### src/rtl/bridge_pkg.sv
// Shared types and helpers for the SRAM-like to AXI bridge: FSM state encoding,
// fixed AXI burst attributes and the byte-strobe function.
package bridge_pkg;

  typedef enum logic [2:0] {
    StIdle,
    StRdAddr,
    StRdData,
    StWrAddrData,
    StWrResp
  } bridge_state_e;

  localparam logic [7:0] AxiLen       = 8'd0;
  localparam logic [1:0] AxiBurstIncr = 2'b01;
  localparam logic [1:0] AxiLock      = 2'b00;
  localparam logic [3:0] AxiCache     = 4'b0000;
  localparam logic [2:0] AxiProt      = 3'b000;

  function automatic logic [2:0] axi_size(input logic [1:0] size);
    return {1'b0, size};
  endfunction

  // Size 3 is not a legal SRAM-like size; it falls back to a full-word strobe.
  function automatic logic [3:0] wstrb_of(input logic [1:0] size, input logic [1:0] addr_lo);
    logic [3:0] strb;
    case (size)
      2'd0:    strb = 4'b0001 << addr_lo;
      2'd1:    strb = 4'b0011 << addr_lo;
      default: strb = 4'b1111;
    endcase
    return strb;
  endfunction

endpackage

### src/rtl/sram_like_axi_bridge.sv
// Bridges SRAM-like instruction/data ports onto a single-outstanding AXI master.
// Define INST_PORT_EN to enable the instruction port and its arbitration against data.
module sram_like_axi_bridge
  import bridge_pkg::*;
#(
  parameter int unsigned AXI_ID_W = 4,
  parameter int unsigned INST_ID  = 0,
  parameter int unsigned DATA_ID  = 1
) (
  input  logic                clock,
  input  logic                reset,

  input  logic                inst_req,
  input  logic                inst_wr,
  input  logic [1:0]          inst_size,
  input  logic [31:0]         inst_addr,
  input  logic [31:0]         inst_wdata,
  output logic                inst_addr_ok,
  output logic                inst_data_ok,
  output logic [31:0]         inst_rdata,

  input  logic                data_req,
  input  logic                data_wr,
  input  logic [1:0]          data_size,
  input  logic [31:0]         data_addr,
  input  logic [31:0]         data_wdata,
  output logic                data_addr_ok,
  output logic                data_data_ok,
  output logic [31:0]         data_rdata,

  output logic [AXI_ID_W-1:0] arid,
  output logic [31:0]         araddr,
  output logic [7:0]          arlen,
  output logic [2:0]          arsize,
  output logic [1:0]          arburst,
  output logic [1:0]          arlock,
  output logic [3:0]          arcache,
  output logic [2:0]          arprot,
  output logic                arvalid,
  input  logic                arready,

  input  logic [AXI_ID_W-1:0] rid,
  input  logic [31:0]         rdata,
  input  logic [1:0]          rresp,
  input  logic                rlast,
  input  logic                rvalid,
  output logic                rready,

  output logic [AXI_ID_W-1:0] awid,
  output logic [31:0]         awaddr,
  output logic [7:0]          awlen,
  output logic [2:0]          awsize,
  output logic [1:0]          awburst,
  output logic [1:0]          awlock,
  output logic [3:0]          awcache,
  output logic [2:0]          awprot,
  output logic                awvalid,
  input  logic                awready,

  output logic [AXI_ID_W-1:0] wid,
  output logic [31:0]         wdata,
  output logic [3:0]          wstrb,
  output logic                wlast,
  output logic                wvalid,
  input  logic                wready,

  input  logic [AXI_ID_W-1:0] bid,
  input  logic [1:0]          bresp,
  input  logic                bvalid,
  output logic                bready
);

  localparam logic [AXI_ID_W-1:0] InstId = AXI_ID_W'(INST_ID);
  localparam logic [AXI_ID_W-1:0] DataId = AXI_ID_W'(DATA_ID);

  bridge_state_e state_q, state_d;
  logic          owner_inst_q, owner_inst_d;
  logic [1:0]    size_q, size_d;
  logic [31:0]   addr_q, addr_d;
  logic [31:0]   wdata_q, wdata_d;
  logic          aw_done_q, aw_done_d;
  logic          w_done_q, w_done_d;
  logic          data_ok_q, data_ok_d;
  logic          inst_ok_q, inst_ok_d;
  logic [31:0]   data_rdata_q, data_rdata_d;
  logic [31:0]   inst_rdata_q, inst_rdata_d;

  logic          idle_free, grant_data, grant_inst;
  logic          req_wr;
  logic [1:0]    req_size;
  logic [31:0]   req_addr, req_wdata;
  logic          aw_fire, w_fire;

  // No new grant while a data_ok pulse is on the wire, even though the FSM is idle.
  assign idle_free  = (state_q == StIdle) && !data_ok_q && !inst_ok_q && !reset;
  assign grant_data = idle_free && data_req;

`ifdef INST_PORT_EN
  assign grant_inst   = idle_free && inst_req && !data_req;
  assign req_wr       = grant_inst ? inst_wr    : data_wr;
  assign req_size     = grant_inst ? inst_size  : data_size;
  assign req_addr     = grant_inst ? inst_addr  : data_addr;
  assign req_wdata    = grant_inst ? inst_wdata : data_wdata;
  assign inst_addr_ok = grant_inst;
  assign inst_data_ok = inst_ok_q;
  assign inst_rdata   = inst_rdata_q;
`else
  assign grant_inst   = 1'b0;
  assign req_wr       = data_wr;
  assign req_size     = data_size;
  assign req_addr     = data_addr;
  assign req_wdata    = data_wdata;
  assign inst_addr_ok = 1'b0;
  assign inst_data_ok = 1'b0;
  assign inst_rdata   = '0;

  logic unused_inst;
  assign unused_inst = ^{inst_req, inst_wr, inst_size, inst_addr, inst_wdata,
                         inst_ok_q, inst_rdata_q};
`endif

  logic unused_axi;
  assign unused_axi = ^{rid, rresp, rlast, bid, bresp};

  assign aw_fire = awvalid && awready;
  assign w_fire  = wvalid && wready;

  always_comb begin
    state_d      = state_q;
    owner_inst_d = owner_inst_q;
    size_d       = size_q;
    addr_d       = addr_q;
    wdata_d      = wdata_q;
    aw_done_d    = aw_done_q;
    w_done_d     = w_done_q;
    data_ok_d    = 1'b0;
    inst_ok_d    = 1'b0;
    data_rdata_d = data_rdata_q;
    inst_rdata_d = inst_rdata_q;
    unique case (state_q)
      StIdle: begin
        if (grant_data || grant_inst) begin
          owner_inst_d = grant_inst;
          size_d       = req_size;
          addr_d       = req_addr;
          wdata_d      = req_wdata;
          aw_done_d    = 1'b0;
          w_done_d     = 1'b0;
          state_d      = req_wr ? StWrAddrData : StRdAddr;
        end
      end
      StRdAddr: begin
        if (arready) state_d = StRdData;
      end
      StRdData: begin
        if (rvalid) begin
          state_d = StIdle;
          if (owner_inst_q) begin
            inst_ok_d    = 1'b1;
            inst_rdata_d = rdata;
          end else begin
            data_ok_d    = 1'b1;
            data_rdata_d = rdata;
          end
        end
      end
      StWrAddrData: begin
        if (aw_fire) aw_done_d = 1'b1;
        if (w_fire)  w_done_d  = 1'b1;
        if ((aw_done_q || aw_fire) && (w_done_q || w_fire)) state_d = StWrResp;
      end
      StWrResp: begin
        if (bvalid) begin
          state_d = StIdle;
          if (owner_inst_q) inst_ok_d = 1'b1;
          else              data_ok_d = 1'b1;
        end
      end
      default: state_d = StIdle;
    endcase
  end

  always_ff @(posedge clock or posedge reset) begin
    if (reset) begin
      state_q      <= StIdle;
      owner_inst_q <= 1'b0;
      size_q       <= '0;
      addr_q       <= '0;
      wdata_q      <= '0;
      aw_done_q    <= 1'b0;
      w_done_q     <= 1'b0;
      data_ok_q    <= 1'b0;
      inst_ok_q    <= 1'b0;
      data_rdata_q <= '0;
      inst_rdata_q <= '0;
    end else begin
      state_q      <= state_d;
      owner_inst_q <= owner_inst_d;
      size_q       <= size_d;
      addr_q       <= addr_d;
      wdata_q      <= wdata_d;
      aw_done_q    <= aw_done_d;
      w_done_q     <= w_done_d;
      data_ok_q    <= data_ok_d;
      inst_ok_q    <= inst_ok_d;
      data_rdata_q <= data_rdata_d;
      inst_rdata_q <= inst_rdata_d;
    end
  end

  assign data_addr_ok = grant_data;
  assign data_data_ok = data_ok_q;
  assign data_rdata   = data_rdata_q;

  assign arid    = owner_inst_q ? InstId : DataId;
  assign araddr  = addr_q;
  assign arlen   = AxiLen;
  assign arsize  = axi_size(size_q);
  assign arburst = AxiBurstIncr;
  assign arlock  = AxiLock;
  assign arcache = AxiCache;
  assign arprot  = AxiProt;
  assign arvalid = (state_q == StRdAddr);
  assign rready  = (state_q == StRdData);

  assign awid    = DataId;
  assign awaddr  = addr_q;
  assign awlen   = AxiLen;
  assign awsize  = axi_size(size_q);
  assign awburst = AxiBurstIncr;
  assign awlock  = AxiLock;
  assign awcache = AxiCache;
  assign awprot  = AxiProt;
  assign awvalid = (state_q == StWrAddrData) && !aw_done_q;

  assign wid    = DataId;
  assign wdata  = wdata_q;
  assign wstrb  = wstrb_of(size_q, addr_q[1:0]);
  assign wlast  = 1'b1;
  assign wvalid = (state_q == StWrAddrData) && !w_done_q;

  assign bready = (state_q == StWrResp);

endmodule

### config.mk
export PLATFORM = sky130hd
export DESIGN_NAME = sram_like_axi_bridge
export DESIGN_NICKNAME = d
export VERILOG_FILES = /design/src/rtl/bridge_pkg.sv /design/src/rtl/sram_like_axi_bridge.sv
export SDC_FILE = /design/constraint.sdc
export NUM_CORES = 1
export LEC_CHECK = 0
export ABC_AREA = 1
export ABC_CLOCK_PERIOD_IN_PS = 4000
export CAP_MARGIN = 40
export CORE_AREA = 2 2 161 163
export CTS_CLUSTER_SIZE = 16
export DETAILED_ROUTE_END_ITERATION = 10
export DIE_AREA = 0 0 163 165
export DONT_BUFFER_PORTS = 1
export RECOVER_POWER = 100
export SETUP_SLACK_MARGIN = 0.15
export SYNTH_ARGS = -nofsm -noshare
export SYNTH_HDL_FRONTEND = slang
export SYNTH_SLANG_ARGS = --single-unit
### constraint.sdc
create_clock -name clock -period 4 [get_ports clock]
set_clock_uncertainty 0.1 [all_clocks]
set_input_delay 0.2 -clock clock [delete_from_list [all_inputs] [get_ports clock]]
set_output_delay 0.2 -clock clock [all_outputs]
set_load 0.005 [all_outputs]
==> parameters.txt <==
Parameter                              Value

Yosys
  Largest area contributor in the netlist    dfrtp_1
  Post-synth EDFFs    0
  Syn avg cell area    8.40 µm²
  Most frequent cell after synthesis    nand2_1
  Most used flip-flop cell after synthesis    dfrtp_1
  Post-Synthesis Cells    605
  Fraction of synthesis flops using an asynchronous set or reset pin    1.00
  Synth top area cells    dfrtp_1 (51%), nand2_1 (20%), buf_4 (18%), nand3_1 (3.4%), buf_2 (1.5%)
  Count of cell types in the netlist    22
  Warnings from Yosys    0
  Sequential share of the synthesized area    0.512
  Synth top area share    0.512
  Most instantiated cells after synthesis    nand2_1 (276), buf_4 (125), dfrtp_1 (104)
  Number of register bits inferred by synthesis    104
  Mapped Area    0.00508 mm²

Routing
  Vias post-DR    3,855
  Antenna Violating Nets Remaining    0
  DRC marker count from the first detailed-route iteration    171
  DRC violation count after routing    0
  Total wirelength of the detailed-routed design    13,900 µm
  Via-per-instance ratio    3.75
  Average detailed-routed wire length per instance    13.5 µm
  Pre-antenna DRT Iters    6

Critical path
  Worst Setup Path Type    reg -> reg
  Startpoint kind of the worst setup timing path    flip-flop
  List of cells traversed by the critical path    inv_1 > nand2_1 > nor2_1 > nand3_1 > inv_1 > buf_4 > nand2_1 > nand2_1
  Critical path buffer and inverter count    3
  Data arrival at the endpoint of the critical path    3.02 ns
  Largest incremental delay on the critical path    1.07 ns
  Most prevalent standard cell on the critical path    nand2_1
  Kind of capture point of the worst setup path    flip-flop
  Maximum fanout encountered on the critical timing path    45
  Standard cell with the maximum stage delay on the critical path    inv_1
  Data required time at the worst endpoint    4.19 ns
  Top Family by Delay on Critical Path    buffers and inverters

Timing
  Min cycle time layout    2.83 ns
  Max-slew headroom    -0.173
  Highest Clock Rate    354 MHz
  Unrepaired setup endpoints after global routing    false
  Total negative slack for setup checks    0 ns
  Number of slew-limit violations in the final report    36
  Count of endpoints failing hold in the final timing report    0
  Fin crit share    0.707
  Slew of the pin with the lowest slew margin    1.75 ns
  Number of setup violations in the final report    0

GRT
  Maximum number of pins on one net before global-route repair    68
  Global-route wire length before repair    19,800 µm
  Antenna violations before repair    1
  Vias in the first global route    3,778
  Overall overflow remaining after global route    0
  Overall fraction of global-route tracks in use    0.0963

Placed design
  GPL Wtd Cong    0.687
  Number of I/O port buffers    0
  Post-DP HPWL    8860 µm
  Dpl cells    880

Power and ir drop
  Maximum ir drop on the vdd rail    0.203 mV
  P per Cell Area    614 mW/mm²
  Pleak    3.23 nW

Clock tree
  Root Buffer    clkbuf_16
  Clock slew at the register clock pins of the worst setup and hold paths    0.08 ns
  Count of buffers added by post-CTS timing repair for setup    0
  Count of instances resized after the clock tree is built    0
  Clock tree from TritonCTS    done
  Number of sinks on the clock net    104
  Clock latency of the later-clocked register in the worst-skew pair    0.35 ns
  Num CTS Buffers    9
  Total number of H-tree levels    3
  Deepest clock path buffer count    2

Hold path
  Tightest Hold Check Type    in -> reg

Floorplanning
  Die Area    0.0269 mm²
  Die height    165 µm
  Core area    0.0250 mm²
  Number of placement rows    58
  Top-level port count    418
  Floorplan die width    163 µm
  Effective utilization at floorplan    0.203

Cells and area
  Net count, final    882
  Sequential Area    0.00260 mm²
  Area Overhead vs Synth    25.8%
  Layout cell share with drive strength beyond 1    0.0329
  Non-filler cells, final    1,029
  Area occupied by multi-input gates    0.00167 mm²
  End-of-flow core utilization    0.255
  # fillers    2,622
  Diodes inserted    0

Status
  Run status    finished with violations
  Violations in the final reports    max-capacitance violations, max-slew violations

Job
  Count of maximum capacitance violations    2
layer usage:
metal | GRT usage | vias to the layer above | share of wire
li1 | - | 1809 | -
met1 | 0.0968 | 1801 | 0.37
met2 | 0.182 | 227 | 0.52
met4 | 0.0290 | 2 | 0.012
met3 | 0.0384 | 16 | 0.095
met5 | 0 | - | 0.00093
flip-flops by register name, summed over array words and instances (netlist names):
name / flops
wdata: 32
state_q: 3
data_data_ok: 1
size_q: 2
w_done_q: 1
data_rdata: 32
aw_done_q: 1
araddr: 32
per-stage QoR:
| stage | cell area, µm² | setup WS (ns) | hold slack, ns | total power [mW] |
|---|---|---|---|---|
| 2_1_floorplan | 5400 | 0.968 | 0.210 | 2.92 |
| 3_3_place_gp | 4800 | 1.70 | 0.0401 | 2.90 |
| 3_5_place_dp | 4830 | 1.73 | 0.0442 | 2.96 |
| 4_1_cts | 6440 | 1.70 | 0.00790 | 4.00 |
| 5_1_grt | 6390 | 0.830 | 0.0225 | 4.26 |
| 6_report | 6390 | 1.17 | 0.0286 | 3.92 |
worst register-to-register path, delay by kind of cell (launching register included):
kind | cells | cell delay, ns
simple gates | 5 | 0.56
flops | 1 | 0.44
buf+inv | 3 | 1.66
layout make-up:
cell class | count | share of cell area
flip-flops and latches | 104 | 0.407
multi-input cells | 426 | 0.262
repair buffers | 139 | 0.214
well taps | 330 | 0.0646
clock buffers | 11 | 0.0380
inverters | 14 | 0.00842
clock inverters | 5 | 0.00607
logic make-up (layout without fill, tap and decap cells):
| logic type | count (synthesis) | count (layout) | synth area share |
|---|---|---|---|
| flops | 104 | 104 | 0.512 |
| compound gates | 8 | 8 | 0.00837 |
| other cells | 2 | 87 | 0.00148 |
| simple gates | 331 | 331 | 0.261 |
| buf+inv | 160 | 169 | 0.217 |
report_power, final:
part           leakage [nW]  switching [mW]  internal, mW
Combinational          1.78           0.622         0.411
Clock                 0.137           0.412         0.445
Sequential             1.31           0.506          1.53
Total                  3.23            1.54          2.38
worst paths after layout:
path	to	cells after the start	slack, ns	startpoint
worst min-delay path	data_data_ok$_DFF_PP0_	2	0.03	rvalid
worst max register to register	wdata[9]$_DFFE_PP0P_	8	1.17	state_q[1]$_DFFE_PP0P_
worst max-delay path	wdata[9]$_DFFE_PP0P_	8	1.17	state_q[1]$_DFFE_PP0P_
worst min register to register	data_rdata[25]$_DFFE_PP0P_	2	0.41	data_rdata[25]$_DFFE_PP0P_
max in group asynchronous	wdata[5]$_DFFE_PP0P_	3	1.41	reset
min in group asynchronous	data_rdata[13]$_DFFE_PP0P_	2	0.62	reset
what timing repair did:
item	CTS	global route
setup endpoints to repair	0	0
hold buffers	133	0
hold endpoints to repair	135	0
cell usage in the layout (no fill, tap or decap):
cell type	instances
inv_1	12
inv_2	1
clkbuf_1	2
clkbuf_8	1
o21ai_0	6
clkinv_4	1
nor2_1	11
clkinv_2	1
or2_2	1
nand3b_1	1
dfrtp_1	104
clkbuf_16	9
clkinvlp_2	1
dlygate4sd3_1	133
inv_6	2
nand3_1	36
clkinvlp_4	1
conb_1	87
a21oi_1	1
o211ai_1	1
nor3_1	2
nand2_1	277
buf_4	3
nand4_1	3
clkbuf_2	2
No activity file was read; power rests on OpenSTA's default activity.
